File: src/rtl/if_stage_pkg.sv
// Shared constants and types for the instruction-fetch stage and its neighbours.
`ifndef IF_STAGE_DEFS
`define IF_STAGE_DEFS
`define RomEnable  1'b1
`define RomDisable 1'b0
`define Zero       32'h0
`endif

package if_stage_pkg;

  localparam logic        ROM_ENABLE   = `RomEnable;
  localparam logic        ROM_DISABLE  = `RomDisable;
  localparam logic [31:0] ZERO_WORD    = `Zero;
  localparam logic [31:0] RESET_PC_DEF = 32'h0000_0000;
  // sll r0,r0,0
  localparam logic [31:0] NOP_INST_DEF = 32'h0000_0000;
  localparam logic [31:0] WORD_MASK    = 32'hFFFF_FFFC;

  typedef struct packed {
    logic [31:0] pc;
    logic [31:0] inst;
    logic        valid;
  } ifid_t;

endpackage

File: src/rtl/if_stage_if.sv
// Fetch-stage bus: ROM request/response, hazard/redirect controls, IF/ID outputs.
interface if_stage_if;
  logic        rom_ce;
  logic [31:0] rom_addr;
  logic [31:0] rom_data;
  logic        stall;
  logic        branch_taken;
  logic [31:0] branch_addr;
  logic [31:0] id_pc;
  logic [31:0] id_inst;
  logic        id_valid;

  modport master (
    output rom_ce, rom_addr, id_pc, id_inst, id_valid,
    input  rom_data, stall, branch_taken, branch_addr
  );

  modport slave (
    input  rom_ce, rom_addr, id_pc, id_inst, id_valid,
    output rom_data, stall, branch_taken, branch_addr
  );
endinterface

File: src/rtl/if_stage_pc_reg.sv
// PC register, ROM enable register and next-PC selection (hold / redirect / +4).
module if_stage_pc_reg
  import if_stage_pkg::*;
#(
  parameter logic [31:0] RESET_PC = RESET_PC_DEF
) (
  input  logic        clk,
  input  logic        rst,
  input  logic        stall,
  input  logic        branch_taken,
  input  logic [31:0] branch_addr,
  output logic [31:0] pc,
  output logic        rom_ce
);

  logic [31:0] pc_q, pc_d;
  logic        rom_ce_q, rom_ce_d;

  // Next PC: frozen until the ROM is enabled, then stall > redirect > sequential.
  always_comb begin
    rom_ce_d = ROM_ENABLE;
    pc_d     = pc_q;
    if (rom_ce_q == ROM_ENABLE && !stall) begin
      if (branch_taken) pc_d = branch_addr & WORD_MASK;
      else              pc_d = pc_q + 32'd4;
    end
  end

  // PC and ROM enable registers; reset is asynchronous, active-low.
  always_ff @(posedge clk or negedge rst) begin
    if (!rst) begin
      pc_q     <= RESET_PC;
      rom_ce_q <= ROM_DISABLE;
    end else begin
      pc_q     <= pc_d;
      rom_ce_q <= rom_ce_d;
    end
  end

  assign pc     = pc_q;
  assign rom_ce = rom_ce_q;

endmodule

File: src/rtl/if_stage.sv
// Instruction-fetch stage: drives the ROM from the PC and fills the IF/ID register.
module if_stage
  import if_stage_pkg::*;
#(
  parameter logic [31:0] RESET_PC = RESET_PC_DEF,
  parameter logic [31:0] NOP_INST = NOP_INST_DEF
) (
  input logic         clk,
  input logic         rst,
  if_stage_if.master  bus
);

  logic [31:0] pc;
  logic        rom_ce;
  ifid_t       ifid_q, ifid_d;

  if_stage_pc_reg #(
    .RESET_PC (RESET_PC)
  ) u_pc_reg (
    .clk          (clk),
    .rst          (rst),
    .stall        (bus.stall),
    .branch_taken (bus.branch_taken),
    .branch_addr  (bus.branch_addr),
    .pc           (pc),
    .rom_ce       (rom_ce)
  );

  // IF/ID next value: bubble while the ROM is off or on a redirect, hold on stall.
  always_comb begin
    ifid_d = ifid_q;
    if (rom_ce != ROM_ENABLE) begin
      ifid_d = '{pc: ZERO_WORD, inst: NOP_INST, valid: 1'b0};
    end else if (!bus.stall) begin
      if (bus.branch_taken) ifid_d = '{pc: ZERO_WORD, inst: NOP_INST, valid: 1'b0};
      else                  ifid_d = '{pc: pc, inst: bus.rom_data, valid: 1'b1};
    end
  end

  // IF/ID pipeline register.
  always_ff @(posedge clk or negedge rst) begin
    if (!rst) ifid_q <= '{pc: ZERO_WORD, inst: NOP_INST, valid: 1'b0};
    else      ifid_q <= ifid_d;
  end

  assign bus.rom_ce   = rom_ce;
  assign bus.rom_addr = pc;
  assign bus.id_pc    = ifid_q.pc;
  assign bus.id_inst  = ifid_q.inst;
  assign bus.id_valid = ifid_q.valid;

endmodule

File: src/flat_wrapper.sv
// flat-port wrapper written by rule: the top's interface ports become plain ports
module if_stage_flat import if_stage_pkg::*;
#(
  parameter logic [31:0] RESET_PC = RESET_PC_DEF,
  parameter logic [31:0] NOP_INST = NOP_INST_DEF
)
  (clk, rst, bus_rom_ce, bus_rom_addr, bus_id_pc, bus_id_inst, bus_id_valid, bus_rom_data, bus_stall, bus_branch_taken, bus_branch_addr);
  if_stage_if bus_i ();
  input logic clk;
  input logic rst;
  output wire logic [$bits(bus_i.rom_ce)-1:0] bus_rom_ce;
  output wire logic [$bits(bus_i.rom_addr)-1:0] bus_rom_addr;
  output wire logic [$bits(bus_i.id_pc)-1:0] bus_id_pc;
  output wire logic [$bits(bus_i.id_inst)-1:0] bus_id_inst;
  output wire logic [$bits(bus_i.id_valid)-1:0] bus_id_valid;
  input wire logic [$bits(bus_i.rom_data)-1:0] bus_rom_data;
  input wire logic [$bits(bus_i.stall)-1:0] bus_stall;
  input wire logic [$bits(bus_i.branch_taken)-1:0] bus_branch_taken;
  input wire logic [$bits(bus_i.branch_addr)-1:0] bus_branch_addr;
  assign bus_rom_ce = bus_i.rom_ce;
  assign bus_rom_addr = bus_i.rom_addr;
  assign bus_id_pc = bus_i.id_pc;
  assign bus_id_inst = bus_i.id_inst;
  assign bus_id_valid = bus_i.id_valid;
  assign bus_i.rom_data = bus_rom_data;
  assign bus_i.stall = bus_stall;
  assign bus_i.branch_taken = bus_branch_taken;
  assign bus_i.branch_addr = bus_branch_addr;
  if_stage #(.RESET_PC(RESET_PC), .NOP_INST(NOP_INST)) u_core (.clk(clk), .rst(rst), .bus(bus_i));
endmodule
File: config.mk
export PLATFORM = sky130hd
export DESIGN_NAME = if_stage_flat
export DESIGN_NICKNAME = d
export VERILOG_FILES = /design/src/rtl/if_stage_pkg.sv /design/src/rtl/if_stage_if.sv /design/src/rtl/if_stage_pc_reg.sv /design/src/rtl/if_stage.sv /design/src/flat_wrapper.sv
export SDC_FILE = /design/constraint.sdc
export NUM_CORES = 1
export LEC_CHECK = 0
export CORE_UTILIZATION = 63
export DETAILED_ROUTE_END_ITERATION = 6
export DONT_BUFFER_PORTS = 1
export PLACE_DENSITY_LB_ADDON = 0.12
export RECOVER_POWER = 25
export SYNTH_ARGS = -nofsm -noshare
export SYNTH_HDL_FRONTEND = slang
export SYNTH_SLANG_ARGS = --single-unit
File: constraint.sdc
create_clock -name clk -period 2.2 [get_ports clk]
set_clock_uncertainty 0.2 [all_clocks]
set_input_delay 0.44 -clock clk [delete_from_list [all_inputs] [get_ports clk]]
set_output_delay 0.44 -clock clk [all_outputs]
set_load 0.01 [all_outputs]
==> results of run 1 <==
==> cell usage in the layout (no fill, tap or decap), types with 3 or more instances in the layout <==
cell type / netlist / layout
sky130_fd_sc_hd__o31ai_1: 3 / 3
sky130_fd_sc_hd__and4_1: 5 / 5
sky130_fd_sc_hd__nand2_1: 41 / 41
sky130_fd_sc_hd__dfrtp_1: 95 / 95
sky130_fd_sc_hd__and2_1: 5 / 4
sky130_fd_sc_hd__a221o_1: 4 / 4
sky130_fd_sc_hd__buf_4: 5 / 30
sky130_fd_sc_hd__o211ai_1: 3 / 3
sky130_fd_sc_hd__nor4b_1: 3 / 3
sky130_fd_sc_hd__o22ai_1: 17 / 17
sky130_fd_sc_hd__nor3_1: 12 / 12
sky130_fd_sc_hd__clkbuf_8: 0 / 10
sky130_fd_sc_hd__nor2_1: 9 / 9
sky130_fd_sc_hd__dlygate4sd3_1: 0 / 18
sky130_fd_sc_hd__a22o_1: 56 / 56
sky130_fd_sc_hd__bufinv_16: 0 / 4
sky130_fd_sc_hd__and3_1: 7 / 7
sky130_fd_sc_hd__a21oi_1: 14 / 14
sky130_fd_sc_hd__nand4_1: 10 / 10
sky130_fd_sc_hd__o31a_1: 3 / 3
sky130_fd_sc_hd__o21ai_0: 10 / 10
sky130_fd_sc_hd__nor4_1: 7 / 7
sky130_fd_sc_hd__nand3_1: 18 / 18
sky130_fd_sc_hd__a41oi_1: 5 / 5
sky130_fd_sc_hd__mux2i_1: 8 / 8
sky130_fd_sc_hd__or3_1: 6 / 6
sky130_fd_sc_hd__a311oi_1: 4 / 4
sky130_fd_sc_hd__a22oi_1: 5 / 5
sky130_fd_sc_hd__conb_1: 2 / 3
==> state kept, by name (all words and copies together), names as in the netlist <==
| signal | cells |
|---|---|
| u_core.u_pc_reg.rom_ce | 1 |
| u_core.bus.id_pc | 31 |
| u_core.u_pc_reg.pc | 30 |
| u_core.bus.id_inst | 32 |
| u_core.bus.id_valid | 1 |
==> worst paths after layout <==
kind,start,endpoint,cells past startpoint
setup / recovery,u_core.u_pc_reg.pc[11],u_core.u_pc_reg.pc[30],5
hold / removal,rst,u_core.bus.id_inst[7],0
setup reg to reg,u_core.u_pc_reg.pc[11],u_core.u_pc_reg.pc[30],5
hold reg to reg,u_core.bus.id_pc[23],u_core.bus.id_pc[23],2
max in group asynchronous,rst,u_core.u_pc_reg.pc[16],0
min in group clk,bus_rom_data[12],u_core.bus.id_inst[12],1
==> report_power, final <==
group	internal, mW	total [mW]	switching (mW)
combinational	0.283	0.653	0.370
sequential	1.88	2.09	0.206
clock	0.909	1.52	0.609
==> through the flow <==
| stage | hold WS [ns] | util [%] | cells | worst slack, ns | total power, mW |
|---|---|---|---|---|---|
| after CTS | -0.443 | 72.0 | 521 | 0.153 | 4.25 |
| final | -0.437 | 74.3 | 537 | 0.148 | 4.26 |
| after detailed placement | -0.0537 | 67.6 | 503 | 0.183 | 2.73 |
| after global routing | -0.463 | 74.3 | 537 | 0.0812 | 4.44 |
| after global placement | -0.0540 | 67.6 | 503 | 0.256 | 2.71 |
| after floorplan | -0.0556 | - | 420 | 0.271 | 2.53 |
==> worst max-delay path, stage by stage (launching register included) <==
cell	delay, ns
sky130_fd_sc_hd__dfrtp_1	0.52
sky130_fd_sc_hd__and4_1	0.38
sky130_fd_sc_hd__buf_4	0.19
sky130_fd_sc_hd__nand4_4	0.16
sky130_fd_sc_hd__o31a_1	0.34
sky130_fd_sc_hd__nor3_1	0.19
==> kinds of logic (layout without fill, tap and decap cells) <==
family	Yosys count	count (layout)	synth area share [%]
AOI/OAI and AO/OA	129	129	22.3
adders and majority gates	1	1	0.281
buffers and inverters	46	67	5.00
DFF	95	95	53.3
muxes	8	8	1.80
other	2	3	0.169
and+or+nand+nor	138	138	17.1
==> final cells by class <==
class | count | area [sq um] | share of cell area (%)
clock buffers | 10 | 138 | 2.71
flip-flops and latches | 95 | 2380 | 46.8
repair buffers | 49 | 425 | 8.38
multi-input cells | 279 | 1870 | 36.8
clock inverters | 6 | 138 | 2.71
well taps | 96 | 120 | 2.37
inverters | 2 | 7.51 | 0.148
==> layer usage <==
metal	up-vias	track usage, %	share of wire, %
li1	1627	-	-
met4	0	12.9	2.3
met1	1886	39.3	41
met5	-	0	0
met3	26	8.18	8.5
met2	186	48.3	48
==> repair_timing <==
item | in CTS | in global routing
hold buffers | 2 | 16
hold endpoints to repair | 97 | 111
setup endpoints to repair | 0 | 0
==> results.txt, run 1 <==
- The flow ran to the end, but the final reports show violations.
- The final reports fail on hold timing.
- Wire length after detailed routing: 11400 microns
- Data required time at the worst endpoint: 2.28 ns
- Hold timing on the final database bottoms out at a slack of -0.437 ns.
* Final count of negative-setup-slack endpoints: 0
* Resized Gates After CTS: 0
- Among all flip-flop cells after synthesis, the most frequent one is sky130_fd_sc_hd__dfrtp_1.
- Input and output buffers added on the ports amount to 0.
- Kind of critical path: reg -> reg
- By area the synthesized netlist is led by sky130_fd_sc_hd__dfrtp_1, sky130_fd_sc_hd__a22o_1, sky130_fd_sc_hd__nand2_1.
* Filler cell count: 493
- After legalization and detailed placement, the total HPWL measured 7650 microns.
- Mean cell area of the mapped netlist: 10.6 sq um
- Maximum number of pins on one net before global-route repair: 96
- Share of post-route cells with drive strength above 1: 12.5%
- Violation count after the first detailed-route iteration: 315
- Across every metal layer, demand over resource in global routing totals 30.4%.
- Global-route wire length before repair: 17200 microns
* Power per cell area: 839 mW/mm^2
* Max-slew violation total from the final report: 0
* Final Hold Vio Count: 95
- In this run, CTS created clock tree buffers numbering 9.
- The longest clock path from root to sink contains 2 buffers.
- Endpoint kind of the worst setup timing path: flop
- The final route contains 3725 vias.
* Least-Margin Pin Slew: 0.691 ns
* Clock-pin slew reported for the worst setup and hold paths after clock tree synthesis: 0.09 ns
* Floorplan die height: 86.1 microns
- The worst setup path is launched from a flop.
- Width of the die: 86.1 microns
* Top-area cell type share of the netlist area: 53.3%
- Dividing the final minimum period by the clock period gives 93.3%.
- Placement Cell Area: 0.00462 sq mm
- Total congestion overflow after global routing: 0
* Post-Syn Area: 0.00446 sq mm
- The biggest area contributor in the post-synthesis netlist is sky130_fd_sc_hd__dfrtp_1.
- Share of flip-flops with an asynchronous set or reset after synthesis: 100%
- The floorplan has 30 rows.
* Data arrival at the endpoint of the critical path: 2.13 ns
- Final #Nets: 505
* Via density: 6.94
- Compared with the post-synthesis result, the final layout area differs by 13.9%.
- Register bit total from synthesis: 95
- Most frequently used cell type in the post-synthesis netlist: sky130_fd_sc_hd__dfrtp_1
- After detailed routing, the average wire length per cell comes to 21.3 microns.
- Slew HR: 53.7%
* Setup repair after global routing missed its margin: false
- Total Neg Setup Slack: 0 ns
- Clock tree synthesis found a total of 95 sinks.
- Total Die Area: 0.00741 sq mm
- Register area share after synthesis: 53.3%
- Highest Clock Rate: 487 MHz
- Final ANT Viol Nets: 0
- Max-cap violations in this run came to 0.
- Buffers added to address setup during post-CTS repair amount to 0.
* Register-to-register setup slack: 0.15 ns
* Min cycle time layout: 2.05 ns
- Total of warnings raised by yosys: 0
* # diodes: 0
- Placer's final routability congestion estimate: 0.903
* Syn Inst Count: 419
- Synth unique cells: 48
- The initial antenna violation count was 0.
- CTS tree: done
- IR drop worst, VDD: 0.000461 V
- 166 I/O pins were placed.
- Tightest Hold Check Type: in -> async
- Post-route standard cell area excluding fillers: 0.00508 sq mm
- For this configuration, the core starts out at a cell density of 65.2%.
- Number of enable flip-flop cells after synthesis: 0
* Number of global-route vias before repair: 3374
- The analysis attributes to cell leakage a power of 2.24 nW.
- Clock root buffer: sky130_fd_sc_hd__clkbuf_8
* H-tree depth reported by CTS: 3
* Clk_lat worst skew: 0.36 ns
* First-pass detailed-route iteration total: 5
- After detailed routing, the number of remaining DRC violations is 0.
* Critical-path maximum fanout: 8
- By count the netlist is led by sky130_fd_sc_hd__dfrtp_1, sky130_fd_sc_hd__a22o_1, sky130_fd_sc_hd__nand2_1.
* Placeable core region: 0.00683 sq mm
(Power assumes the default switching activity.)
==> inputs of run 2 (changes only) <==
--- a/config.mk
+++ b/config.mk
@@ -5,7 +5,9 @@
 export SDC_FILE = /design/constraint.sdc
 export NUM_CORES = 1
 export LEC_CHECK = 0
-export CORE_UTILIZATION = 63
+export CELL_PAD_IN_SITES_DETAIL_PLACEMENT = 2
+export CELL_PAD_IN_SITES_GLOBAL_PLACEMENT = 2
+export CORE_UTILIZATION = 38
 export DETAILED_ROUTE_END_ITERATION = 6
 export DONT_BUFFER_PORTS = 1
 export PLACE_DENSITY_LB_ADDON = 0.12
==> results.txt, run 2 (synthesis gave the netlist of run 1 again) <==
- Wire length after detailed routing: 14800 microns (was 11400 microns)
- Stages on worst setup path: 5 (unchanged)
- Filler cell count: 1175 (was 493)
* Tightest Hold Check Type: in -> async (unchanged)
- The largest net degree at the start of global routing came to 96 (unchanged).
- Most used cells in the layout excluding fill and tap cells: sky130_fd_sc_hd__dfrtp_1, sky130_fd_sc_hd__a22o_1, sky130_fd_sc_hd__nand2_1 (unchanged).
- The maximum clock frequency is 492 MHz (was 487 MHz).
- Number of CTS-inserted buffers: 9 (unchanged)
* Number of primary I/O pins: 166 (unchanged)
- The number of hold-repair buffers added at the cts stage was 1 (was 2).
- The critical path data required time was 2.27 ns (was 2.28 ns).
- Number of global-route vias before repair: 3983 (was 3374)
- The leakage power figure is 2.24 nW (about the same).
- The portion of total power attributed to combinational logic was 16.5% (was 15.3%).
* Width of the die: 110 microns (was 86.1 microns)
* Cells along the critical path: ha_1 > and3_1 > nand3_1 > o41a_1 > a21oi_1 (was and4_1 > buf_4 > nand4_4 > o31a_1 > nor3_1)
- CTS Sinks: 95 (unchanged)
- The number of detailed-route iterations in the first pass came to 4 (was 5).
* Data arrival at the endpoint of the critical path: 2.11 ns (was 2.13 ns)
- Final count of negative-setup-slack endpoints: 0 (unchanged)
* Switching power summed over all nets: 1.32 mW (was 1.19 mW)
* Power share of the clock group: 38.6% (was 35.6%)
- The number of maximum-capacitance constraint violations is 0 (unchanged).
- Most common library cell in the layout ignoring fill and taps: sky130_fd_sc_hd__dfrtp_1 (unchanged)
- Final ANT Viol Nets: 0 (unchanged)
- The transition at the pin with the smallest max-transition slack came to 0.786 ns (was 0.691 ns).
* Endpoint kind of the worst setup timing path: flop (unchanged)
* Clock root buffer: sky130_fd_sc_hd__clkbuf_16 (was sky130_fd_sc_hd__clkbuf_8)
* End point of the critical path: u_core.u_pc_reg.pc[20] (was u_core.u_pc_reg.pc[30])
- The category of the critical setup timing path is reg -> reg (unchanged).
- Antenna violations before repair: 0 (unchanged)
- Final Hold Vio Count: 95 (unchanged)
* Critical-path maximum fanout: 6 (was 8)
* Share of post-route cells with drive strength above 1: 15.0% (was 12.5%)
- Total congestion overflow after global routing: 0 (unchanged)
* Initial cell density of the core: 39.0% (was 65.2%)
- The count of H-tree levels built during CTS is 3 (unchanged).
* CTS tree: done (unchanged)
* Setup repair after global routing missed its margin: false (unchanged)
- Floorplan die height: 110 microns (was 86.1 microns)
* Switching power share of the total: 28.8% (was 27.8%)
* Start point of the critical path: u_core.u_pc_reg.pc[3] (was u_core.u_pc_reg.pc[11])
- HPWL Detailed: 10400 microns (was 7650 microns)
- The cell at the slowest stage of the critical path was sky130_fd_sc_hd__o41a_1 (was sky130_fd_sc_hd__dfrtp_1).
* Capturing point of the worst reg2reg path: u_core.u_pc_reg.pc[20] (was u_core.u_pc_reg.pc[30])
- The number of pins exceeding their max-slew limit in the final report is 0 (unchanged).
- Placement Cell Area: 0.00476 sq mm (was 0.00462 sq mm)
- Number of design rule violations left after detail routing: 0 (unchanged)
* Min cycle time layout: 2.03 ns (was 2.05 ns)
- The register-to-register path setup slack was 0.17 ns (was 0.15 ns).
* Via density: 6.44 (was 6.94)
- Number of setup buffers added after CTS: 0 (unchanged)
* Violation count after the first detailed-route iteration: 228 (was 315)
- Status: finished with violations (unchanged)
* Reg-to-reg critical path startpoint: u_core.u_pc_reg.pc[3] (was u_core.u_pc_reg.pc[11])
* # diodes: 0 (unchanged)
- The source-to-sink clock delay at the later pin of the worst-skew pair came to 0.35 ns (was 0.36 ns).
- Average wire length per cell after detail routing: 25.7 microns (was 21.3 microns)
* Worst r2r path cells: 5 (unchanged)
- The longest individual stage delay on the worst path was 0.38 ns (was 0.52 ns).
- Type of origin of the critical path: flop (unchanged)
- Share of the cycle needed by the critical path after routing: 92.4% (was 93.3%)
* Sequential share of power: 44.9% (was 49.0%)
- The worst slew margin relative to its limit was 47.4% (was 53.7%).
* Placer's final routability congestion estimate: 0.795 (was 0.903)
- Clock-pin slew reported for the worst setup and hold paths after clock tree synthesis: 0.07 ns (was 0.09 ns)
- P&R area growth vs syn: 14.6% (was 13.9%)
- The design area came to 0.00511 sq mm (was 0.00508 sq mm).
- The routed via count is 3712 (was 3725).
- Power per cell area: 893 mW/mm^2 (was 839 mW/mm^2)
- The count of buffering cells on the critical path with inverters included came to 0 (was 1).
* Total Neg Setup Slack: 0 ns (unchanged)
- The area of the core is 0.0114 sq mm (was 0.00683 sq mm).
- The critical path's top delay family is simple AND/OR/NAND/NOR gates (unchanged).
- Violated checks: hold timing (unchanged)
* Final critical-path setup slack: 0.166 ns (was 0.148 ns)
- Input/output buffers: 0 (unchanged)
* Internal power: 3.25 mW (was 3.08 mW)
- Gr usage total: 25.2% (was 30.4%)
* Number of flip-flops under the largest register name: 32 (unchanged)
- The pre-CTS worst setup slack is 0.112 ns (was 0.183 ns).
- The final layout net count is 497 (was 505).
- The row count came to 39 (was 30).
- The largest voltage drop on the vdd net came to 0.000480 V (was 0.000461 V).
- Total Die Area: 0.0122 sq mm (was 0.00741 sq mm)
- Fin Hold WS: -0.422 ns (was -0.437 ns)
- The maximum count of clock buffers along a single path was 2 (unchanged).
- Global-route wire length before repair: 22600 microns (was 17200 microns)
==> run 2: worst register-to-register path: cells and delay by family (launching register included) <==
family,cells,cell delay (ns)
DFF,1,0.36
adders and majority gates,1,0.23
AOI/OAI and AO/OA,2,0.54
and+or+nand+nor,2,0.63
==> run 2: metrics by stage <==
step                power (mW)  utilization (%)  instances
finish                    4.56             44.7        576
global route              4.76             44.7        576
CTS                       4.60             44.7        576
detailed placement        2.83             41.7        559
global placement          2.80             41.7        559
floorplan                 2.53                -        420
==> run 2: worst min path at each step <==
stage | from | end | slack, ns | cells after the start
after floorplan | rst | u_core.bus.id_inst[0] | -0.06 | 0
after global placement | rst | u_core.bus.id_inst[28] | -0.05 | 0
after detailed placement | rst | u_core.bus.id_inst[25] | -0.05 | 0
after CTS | rst | u_core.bus.id_pc[7] | -0.43 | 0
after global routing | rst | u_core.bus.id_inst[25] | -0.43 | 0
final | rst | u_core.bus.id_inst[24] | -0.42 | 0
==> run 2: repair_timing <==
| action | 4_1_cts | 5_1_grt |
|---|---|---|
| hold endpoints to repair | 96 | 95 |
| endpoints found under the setup margin | 0 | 3 |
| gates resized for setup | 0 | 2 |
==> run 2: layer usage <==
layer  global-route usage, %  share of wire (%)  routed length [microns]  up-vias
met5                       0                  0                        0        -
met4                    11.8                2.8                      409        0
met3                    5.70                7.1                     1050       24
met2                    40.8                 49                     7190      140
met1                    31.9                 42                     6160     1939
li1                        -                  -                        -     1609
==> run 2: final cells by class <==
class | count | area, sq um | share of cell area, %
Clock buffer | 12 | 256 | 5.02
Tap cell | 143 | 179 | 3.50
Multi-Input combinational cell | 279 | 1880 | 36.7
Inverter | 2 | 7.51 | 0.147
Clock inverter | 4 | 76.3 | 1.49
Sequential cell | 95 | 2380 | 46.5
Timing Repair Buffer | 41 | 335 | 6.56
==> run 2: power groups by stage <==
stage	clock, mW	sequential (mW)	combinational (mW)
floorplan	0	2.11	0.422
global placement	0	2.08	0.722
detailed placement	0	2.08	0.749
CTS	1.79	2.05	0.757
global route	1.86	2.08	0.822
finish	1.76	2.05	0.752
